===== src/rtl/cam_pkg.sv =====
// Shared types and defaults for the camera trigger generator.
// Latency: n/a (types, constants and a width helper only).
// Backpressure: n/a.
package cam_pkg;

  typedef enum logic [1:0] {
    ST_IDLE = 2'd0,
    ST_REQ  = 2'd1,
    ST_RUN  = 2'd2
  } cam_state_t;

  localparam int DEF_DIV       = 122;
  localparam int DEF_CHANNELS  = 1;
  localparam int DEF_DEB_TICKS = 16;
  localparam int DEF_POLL_W    = 16;
  localparam int DEF_TRIG_CH   = 0;

  // Bits needed to hold values 0..max_val (at least one bit).
  function automatic int cnt_w(input int max_val);
    return (max_val < 2) ? 1 : $clog2(max_val + 1);
  endfunction

endpackage


===== src/rtl/btn_debounce.sv =====
// One button channel: 2-flop synchroniser, tick-based debounce, rising-edge pulse.
// Latency: 2 clks sync + DEB_TICKS ticks to debounced; pressed one clk after that.
// Backpressure: none; free-running on tick enables.
module btn_debounce
  import cam_pkg::*;
#(
  parameter int DEB_TICKS = DEF_DEB_TICKS
) (
  input  logic clk,
  input  logic reset_n,
  input  logic tick,
  input  logic button,
  output logic debounced,
  output logic pressed
);

  localparam int CW = cnt_w(DEB_TICKS);

  logic [1:0]    sync;
  logic [CW-1:0] deb_cnt;
  logic          deb_d;

  // Bring the raw button into the clk domain before anything looks at it.
  always_ff @(posedge clk or negedge reset_n) begin
    if (!reset_n) sync <= 2'b00;
    else          sync <= {sync[0], button};
  end

  // Count consecutive ticks of disagreement; flip the level once it has held long enough.
  always_ff @(posedge clk or negedge reset_n) begin
    if (!reset_n) begin
      deb_cnt   <= '0;
      debounced <= 1'b0;
    end else if (tick) begin
      if (sync[1] != debounced) begin
        if (deb_cnt == CW'(DEB_TICKS - 1)) begin
          debounced <= ~debounced;
          deb_cnt   <= '0;
        end else begin
          deb_cnt <= deb_cnt + CW'(1);
        end
      end else begin
        deb_cnt <= '0;
      end
    end
  end

  // Single-cycle pulse the clk after the debounced level rises; falls are silent.
  always_ff @(posedge clk or negedge reset_n) begin
    if (!reset_n) begin
      deb_d   <= 1'b0;
      pressed <= 1'b0;
    end else begin
      deb_d   <= debounced;
      pressed <= debounced & ~deb_d;
    end
  end

endmodule


===== src/rtl/cam_trigger_gen.sv =====
// Camera capture trigger: debounced buttons and periodic poll feed a start/busy handshake.
// Latency: trigger to start is one clk; start holds until busy is seen.
// Backpressure: busy stalls requests; one extra trigger is queued, the rest coalesce.
module cam_trigger_gen
  import cam_pkg::*;
#(
  parameter int DIV       = DEF_DIV,
  parameter int CHANNELS  = DEF_CHANNELS,
  parameter int DEB_TICKS = DEF_DEB_TICKS,
  parameter int POLL_W    = DEF_POLL_W,
  parameter int TRIG_CH   = DEF_TRIG_CH
) (
  input  logic                clk,
  input  logic                reset_n,
  input  logic [CHANNELS-1:0] button,
  input  logic                poll_en,
  input  logic [POLL_W-1:0]   poll_period,
  input  logic                busy,
  output logic                tick,
  output logic [CHANNELS-1:0] debounced,
  output logic [CHANNELS-1:0] pressed,
  output logic                start,
  output logic                pending
);

  localparam int TW = cnt_w(DIV - 1);

  logic [TW-1:0]     tick_cnt;
  logic [POLL_W-1:0] poll_cnt;
  logic [POLL_W:0]   poll_inc;
  logic              poll_active;
  logic              poll_hit;
  logic              trig;
  cam_state_t        state;
  cam_state_t        state_nxt;
  logic              pending_nxt;

  // Tick is decoded straight from the counter so it is exactly the DIV-1 cycle.
  assign tick = (tick_cnt == TW'(DIV - 1));

  // Free-running 0..DIV-1 prescaler.
  always_ff @(posedge clk or negedge reset_n) begin
    if (!reset_n)  tick_cnt <= '0;
    else if (tick) tick_cnt <= '0;
    else           tick_cnt <= tick_cnt + TW'(1);
  end

  genvar g;
  generate
    for (g = 0; g < CHANNELS; g++) begin : g_btn
      btn_debounce #(
        .DEB_TICKS(DEB_TICKS)
      ) u_btn_debounce (
        .clk      (clk),
        .reset_n  (reset_n),
        .tick     (tick),
        .button   (button[g]),
        .debounced(debounced[g]),
        .pressed  (pressed[g])
      );
    end
  endgenerate

  // Poll fires on the tick where the count would reach the period; >= covers a period
  // lowered below the current count so polling never stalls.
  always_comb begin
    poll_active = poll_en && (poll_period != '0);
    poll_inc    = {1'b0, poll_cnt} + {{POLL_W{1'b0}}, 1'b1};
    poll_hit    = poll_active && tick && (poll_inc >= {1'b0, poll_period});
    trig        = pressed[TRIG_CH] | poll_hit;
  end

  // Poll counter: held at 0 when disabled, reloads to 0 on each poll trigger.
  always_ff @(posedge clk or negedge reset_n) begin
    if (!reset_n)          poll_cnt <= '0;
    else if (!poll_active) poll_cnt <= '0;
    else if (tick)         poll_cnt <= poll_hit ? '0 : poll_inc[POLL_W-1:0];
  end

  // Handshake next-state: a trigger outside IDLE is queued once; a queued trigger
  // left behind when RUN drops to IDLE is consumed by IDLE like a fresh one.
  always_comb begin
    state_nxt   = state;
    pending_nxt = pending;
    case (state)
      ST_IDLE: begin
        if (trig || pending) begin
          state_nxt   = ST_REQ;
          pending_nxt = 1'b0;
        end
      end
      ST_REQ: begin
        if (busy) state_nxt = ST_RUN;
        if (trig) pending_nxt = 1'b1;
      end
      ST_RUN: begin
        if (!busy) begin
          if (pending) begin
            state_nxt   = ST_REQ;
            pending_nxt = 1'b0;
          end else begin
            state_nxt = ST_IDLE;
            if (trig) pending_nxt = 1'b1;
          end
        end else if (trig) begin
          pending_nxt = 1'b1;
        end
      end
      default: begin
        state_nxt   = ST_IDLE;
        pending_nxt = 1'b0;
      end
    endcase
  end

  // State, pending and a registered start that mirrors the REQ state.
  always_ff @(posedge clk or negedge reset_n) begin
    if (!reset_n) begin
      state   <= ST_IDLE;
      pending <= 1'b0;
      start   <= 1'b0;
    end else begin
      state   <= state_nxt;
      pending <= pending_nxt;
      start   <= (state_nxt == ST_REQ);
    end
  end

endmodule


===== config.mk =====
export PLATFORM = sky130hd
export DESIGN_NAME = cam_trigger_gen
export DESIGN_NICKNAME = d
export VERILOG_FILES = /design/src/rtl/cam_pkg.sv /design/src/rtl/btn_debounce.sv /design/src/rtl/cam_trigger_gen.sv
export SDC_FILE = /design/constraint.sdc
export NUM_CORES = 1
export LEC_CHECK = 0
export CORE_MARGIN = 1.5
export CORE_UTILIZATION = 60
export CTS_CLUSTER_DIAMETER = 60
export DETAILED_ROUTE_END_ITERATION = 8
export PLACE_DENSITY = 0.84
export SETUP_SLACK_MARGIN = 0.1
export SYNTH_ARGS = -nofsm -noshare
export SYNTH_HDL_FRONTEND = slang
export SYNTH_SLANG_ARGS = --single-unit

===== constraint.sdc =====
create_clock -name clk -period 5.1 [get_ports clk]
set_input_delay 0.51 -clock clk [delete_from_list [all_inputs] [get_ports clk]]
set_output_delay 0.51 -clock clk [all_outputs]
set_load 0.02 [all_outputs]

==> impl_metrics.ini, run 1 <==
[clocking]
clock-root-buffer = clkbuf_8
holdBufCountCts = 0
post_cts_buffers = 0
worstSkewPairLatency_ns = 0.29
clock-sinks = 37
cts_max_path_buffers = 2
ctsResizeCount = 0
cts-buffers-inserted = 5
cts_tree = done
cts_htree_levels = 2
clkSlewWorstSetupHoldPaths_ns = 0.08

[pwr]
p_seq_share_pct = 52.6
power_switching_uw = 139
sw_frac_of_total_pct = 24.3
internal-power_uw = 432
p_clk_share_pct = 37.5
leakagePower_nw = 1.40
power_density_nw_per_um2 = 205
p_comb_share_pct = 10.0
finalPower_uw = 571
ir_drop_mv = 0.183

[synth]
ys_seq_area_share_pct = 38.5
synth_enable_flop_cells = 0
syn_nets = 297
synth_top_area_cell = dfrtp_1
ys_ff_latch = 37
netlist_area_um2 = 2410
yosysMostFrequentCell = dfrtp_1
synth_area_per_cell_um2 = 9.55
async_reset_ff_share_pct = 100
synthTopCellsByCount = 37 x dfrtp_1, 24 x ha_1, 24 x nand2_1
synth_top_area_share_pct = 38.5
synthTopCellsByArea = dfrtp_1 38%, ha_1 12%, nand3_1 4.0%, nand2_1 3.7%, a22o_1 3.6%
synth_cell_type_count = 45
synth_top_flop_cell = dfrtp_1
synthCells = 252
ys_warn_count = 0

[critical_path]
path_max_fanout = 11
cp.arrival_ns = 3.75
cpMostUsedCell = nor3_1
cp-end-kind = flip-flop
critical_path_buf_inv_count = 0
cp_slowest_cell = nor3_2
criticalPathCategory = reg2reg
critPathTopFamily = simple AND/OR/NAND/NOR gates
crit_chain = ha_1, nand3_2, nor3_1, nand3_1, xnor2_1, ha_1, nand3_1, nor3_1, nor3_1, o21ai_4, nor3_2, mux2_2
cp-start-kind = flip-flop
required_ns = 5.33
critPathMaxStageDelay_ns = 0.62

[timing]
finalMaxSlewViolations = 0
final_hold_viol_count = 0
fin_crit_ns = 3.52
grt_setup_unrepaired = false
finalSetupViolCount = 0
fin_ws_ns = 1.58
fin_crit_sh_pct = 69.1
timing.hold.ws_ns = 0.305
max_freq_ghz = 0.284
finalSetupTns_ns = 0
slew_headroom_pct = 45.8
worst_pin_slew_ns = 0.812
worst_clock_skew_ns = 0.00568

[floorplan]
design.core.area_um2 = 3740
die_x_um = 66.3
die_y_um = 66.3
initial_utilization_pct = 64.3
core.rowCount = 22
dieArea_um2 = 4400
ioPinCount = 26

[cells_and_area]
antennaDiodeCount = 0
nets = 325
drive_gt1_share_pct = 7.83
stdcell_count = 329
nFillCells = 295
area_growth_pct = 15.7

[place]
detailedPlace.worstSlack_ns = 1.64
dp_hpwl_mm = 3.78
placed_cells = 321
port_buffers = 25
routabilityCongestion = 0.827

[route]
vias_per_cell = 5.88
drt_iter0_drc = 60
routed_wl_mm = 4.95
wl_per_cell_um = 15.0
dr_total_vias = 1933
drtAntennaViolNets = 0
drc_errors = 0
first_pass_iters = 4

[global_routing]
grt_pass1_vias = 1815
grt_use_total_pct = 25.1
grt_pass1_wl_mm = 8.29
antenna_found_initial = 0
overflow = 0
grt_max_degree = 38

[flow_run]
maxCapViolations = 0

[run_status]
status = finished, final reports clean

[worst_hold_path]
worstHoldPathType = in2async
[power groups by stage]
stage | Combinational [mW] | Clock, mW | Sequential [mW]
floorplan | 0.0268 | 0 | 0.305
global placement | 0.0546 | 0 | 0.305
detailed placement | 0.0571 | 0 | 0.305
CTS | 0.0575 | 0.218 | 0.300
global route | 0.0647 | 0.233 | 0.300
finish | 0.0570 | 0.214 | 0.300
[flip-flops by register name (all words and copies together), names as in the netlist, 2 cells and up]
signal                        flops
g_btn.u_btn_debounce.sync         2
g_btn.u_btn_debounce.deb_cnt      5
tick_cnt                          7
poll_cnt                         16
state                             2
[worst reg2reg max path: cells and delay by family, from the launching register on]
kind	cells	cell delay, ns
flip-flops	1	0.46
AO/OA/AOI/OAI	1	0.16
multiplexers	1	0.28
XOR/XNOR	1	0.16
adder cells (fa/ha/maj)	2	0.55
AND/OR/NAND/NOR	7	1.84
[stage by stage]
stage	utilization, %	cell area [µm²]
2_1_floorplan	-	2410
3_3_place_gp	71.9	2690
3_5_place_dp	71.9	2690
4_1_cts	74.4	2790
5_1_grt	74.4	2790
6_report	74.4	2790
[kinds of logic (layout without fill, tap and decap cells)]
kind of cell    after synthesis  after routing  share of synthesized area [%]
mux                           4              4                           1.87
fa+ha+maj                    24             24                           12.5
flops                        37             37                           38.5
simple gates                 95             95                           22.3
compound gates               50             50                           14.7
xor+xnor                     16             16                           5.82
buf+inv                      26             55                           4.37
[cell usage in the layout, fill, tap and decap left out, types with 2 or more instances in the layout]
cell             count
dfrtp_1             37
nand2_1             24
ha_1                24
clkdlybuf4s50_1     24
inv_1               22
nand3_1             19
nor2_1              14
a21oi_1             13
a22o_1              10
xor2_1               9
o21ai_0              8
xnor2_1              7
nor3_1               6
nor4_1               6
clkbuf_8             6
and3_1               4
nand4_1              4
mux2_2               4
nor2b_1              3
a21o_1               3
or2_2                2
nor4_4               2
a211oi_1             2
a21boi_0             2
o41ai_1              2
a2111oi_0            2
[routing by layer]
| layer | wire [µm] | part of all wire (%) | global-route usage (%) |
|---|---|---|---|
| met1 | 2410 | 49 | 33.4 |
| met2 | 2320 | 47 | 41.6 |
| met3 | 133 | 2.7 | 3.92 |
| met4 | 81 | 1.6 | 8.16 |
| met5 | 0 | 0 | 0 |
[final cells by class]
type                       count  area, µm²  area share, %
multi-input combinational    189       1380           49.4
sequential                    37        926           33.2
timing repair buffer          25        245           8.80
clock buffer                   6       82.6           2.96
inverter                      22       82.6           2.96
tap                           48       60.1           2.16
clock inverter                 2       13.8          0.494
[path summary, 6_finish.rpt]
kind	startpoint	endpoint	slack (ns)	cells past startpoint
hold reg to reg	g_btn[0].u_btn_debounce.sync[0]$_DFF_PN0_	g_btn[0].u_btn_debounce.sync[1]$_DFF_PN0_	0.36	0
min in group clk	g_btn[0].u_btn_debounce.sync[0]$_DFF_PN0_	g_btn[0].u_btn_debounce.sync[1]$_DFF_PN0_	0.36	0
max in group asynchronous	reset_n	g_btn[0].u_btn_debounce.deb_d$_DFF_PN0_	4.28	1
setup / recovery	poll_cnt[0]$_DFFE_PN0P_	poll_cnt[0]$_DFFE_PN0P_	1.58	12
setup reg to reg	poll_cnt[0]$_DFFE_PN0P_	poll_cnt[0]$_DFFE_PN0P_	1.58	12
hold / removal	reset_n	state[1]$_DFF_PN0_	0.31	1
Note: power is estimated with default switching activity, not from simulation.
==> inputs of run 2 (changes only) <==
- CORE_UTILIZATION: 60 -> 51
- PLACE_DENSITY: 0.84 -> 0.76
- clock period: 5.1 -> 3 ns (I/O delays scaled with it)
==> run 2 against run 1 <==
  * Clock power up 110%
  * Fmax grew 20%
  * First-iteration DRC count grew to 2.7 times the previous value
  * Register-to-register slack got worse by 1.5 ns
  * Power increased by 86%
  * Via count up 8.9%
  * Routed wire length is 20% higher
  * Largest cell class unchanged
  * Design area increased by 15%
  * Sequential share of layout area fell by 4.2 points
  * Largest power group unchanged
  * Critical path depth is the same
  * Critical path type unchanged
  * Sequential cell count did not move
==> impl_metrics.ini, run 2 (synthesized netlist as in run 1, its figures left out) <==
[run_status]
status = finished, final reports clean

[pwr]
finalPower_mw = 1.06
leakagePower_nw = 1.54
p_comb_share_pct = 9.8
ir_drop_mv = 0.350
p_clk_share_pct = 42.1
p_seq_share_pct = 48.1
power_switching_uw = 238
sw_frac_of_total_pct = 22.4
power_density_nw_per_um2 = 331
internal-power_uw = 823

[timing]
finalMaxSlewViolations = 0
grt_setup_unrepaired = true
max_freq_ghz = 0.340
worst_pin_slew_ns = 0.853
finalSetupViolCount = 0
fin_crit_ns = 2.94
final_hold_viol_count = 0
worst_clock_skew_ns = 0.00771
slew_headroom_pct = 43.1
fin_crit_sh_pct = 98.1

[route]
vias_per_cell = 5.97
routed_wl_mm = 5.93
drtAntennaViolNets = 0
wl_per_cell_um = 16.8
dr_total_vias = 2106
first_pass_iters = 6
drc_errors = 0
drt_iter0_drc = 162

[cells_and_area]
area_growth_pct = 33.2
stdcell_count = 353
regMostFlops = poll_cnt
nets = 345
drive_gt1_share_pct = 23.6
final_cell_mix = 34 x dfrtp_1, 24 x clkdlybuf4s50_1, 22 x inv_1, 22 x nand2_1, 21 x ha_1
final_area_um2 = 3210
largest_reg_flops = 16
reg_top3 = poll_cnt (16), tick_cnt (7), g_btn.u_btn_debounce.deb_cnt (5)
layout_commonest_cell = dfrtp_1
antennaDiodeCount = 0

[critical_path]
path_max_fanout = 5
cp-start-kind = flip-flop
rr_worst_depth = 12
cp.arrival_ns = 3.18
cp-end-kind = flip-flop
reg2reg_from = poll_cnt[3]$_DFFE_PN0P_
r2r_end = poll_cnt[14]$_DFFE_PN0P_
r2r_setup_slack_ns = 0.06
criticalPathCategory = reg2reg
cp-startpoint = poll_cnt[3]$_DFFE_PN0P_
required_ns = 3.23

[global_routing]
grt_pass1_wl_mm = 8.94
overflow = 0
grt_use_total_pct = 21.9
antenna_found_initial = 0
grt_max_degree = 38
grt_pass1_vias = 1951

[place]
placed_cell_area_um2 = 2760
dp_hpwl_mm = 3.78
routabilityCongestion = 0.920
port_buffers = 25
placed_cells = 334

[floorplan]
core.rowCount = 24
design.core.area_um2 = 4440
die_y_um = 71.7
die_x_um = 71.7
dieArea_um2 = 5140
initial_utilization_pct = 54.2
ioPinCount = 26

[clocking]
cts_htree_levels = 2
cts_tree = done
clkSlewWorstSetupHoldPaths_ns = 0.07
cts-buffers-inserted = 5
clock-sinks = 37
worstSkewPairLatency_ns = 0.29
cts_max_path_buffers = 2
clock-root-buffer = clkbuf_8

[worst_hold_path]
worstHoldPathType = in2async

[flow_run]
maxCapViolations = 0
==> run 2: cell types whose count changed in the layout (fill, tap and decap cells not counted), sizes merged <==
| cell | before | now |
|---|---|---|
| buf | 1 | 20 |
| clkinv | 2 | 0 |
| bufinv | 0 | 1 |
| clkbuf | 6 | 7 |
| o21ai | 9 | 10 |
==> run 2: power by group through the flow <==
stage	Clock (mW)	Sequential (mW)	Combinational, mW
floorplan	0	0.518	0.0456
global placement	0	0.519	0.0929
detailed placement	0	0.520	0.0948
CTS	0.454	0.510	0.0955
global route	0.472	0.511	0.117
finish	0.447	0.510	0.104
==> run 2: metal layers <==
metal	track usage, %	vias up	share of wire (%)
met3	3.66	12	3.9
met5	0	-	0
met4	6.92	0	2.2
met1	30.6	1035	44
li1	-	1011	-
met2	35.0	48	50
==> run 2: area by class of cell <==
class                      instances  area, µm²
clock buffer                       7       86.3
clock inverter                     1       30.0
fill                             334       1240
inverter                          22       82.6
multi-input combinational        190       1600
sequential                        37        930
tap                               52       65.1
timing repair buffer              44        410
==> run 2: worst max-delay path by stage <==
stage | cells after the start | slack (ns) | to
6_report | 12 | 0.06 | poll_cnt[14]$_DFFE_PN0P_
3_3_place_gp | 13 | 0.07 | poll_cnt[0]$_DFFE_PN0P_
4_1_cts | 12 | 0.09 | poll_cnt[14]$_DFFE_PN0P_
5_1_grt | 12 | -0.05 | poll_cnt[14]$_DFFE_PN0P_
2_1_floorplan | 12 | 0.19 | poll_cnt[13]$_DFFE_PN0P_
3_5_place_dp | 13 | 0.02 | poll_cnt[0]$_DFFE_PN0P_
==> run 2: timing repair <==
| item | in CTS | in global routing |
|---|---|---|
| endpoints found under the setup margin | 20 | 20 |
| buffers inserted | 0 | 9 |
| pin swaps | 0 | 22 |
| hold buffers | 0 | 0 |
| gates cloned | 0 | 2 |
| gates resized for setup | 2 | 48 |
==> run 2: metrics by stage <==
step                setup slack, ns  util (%)  TNS [ns]  hold slack [ns]
detailed placement           0.0172      62.2         0            0.339
global route                -0.0493      72.2   -0.0591            0.191
CTS                          0.0946      65.0         0            0.133
floorplan                     0.194         -         0          0.00441
global placement             0.0737      62.2         0            0.335
finish                       0.0566      72.2         0            0.119
==> run 2: worst max-delay path: stages (launching register included) <==
cell and delay [ns]:
dfrtp_1 0.43, and3_4 0.23, nand3_4 0.11, or3_4 0.42, nand2_2 0.12, nand2_1 0.10, ha_4 0.23, a21oi_2 0.18
nor2_2 0.07, nor3_4 0.27, o21ai_4 0.16, o41ai_4 0.37, mux2_4 0.19
==> inputs of run 3 (changes only) <==
- CAP_MARGIN: not set -> 40
==> results of run 3 <==
The final DEF is identical to that of run 2; final timing and power are the same.
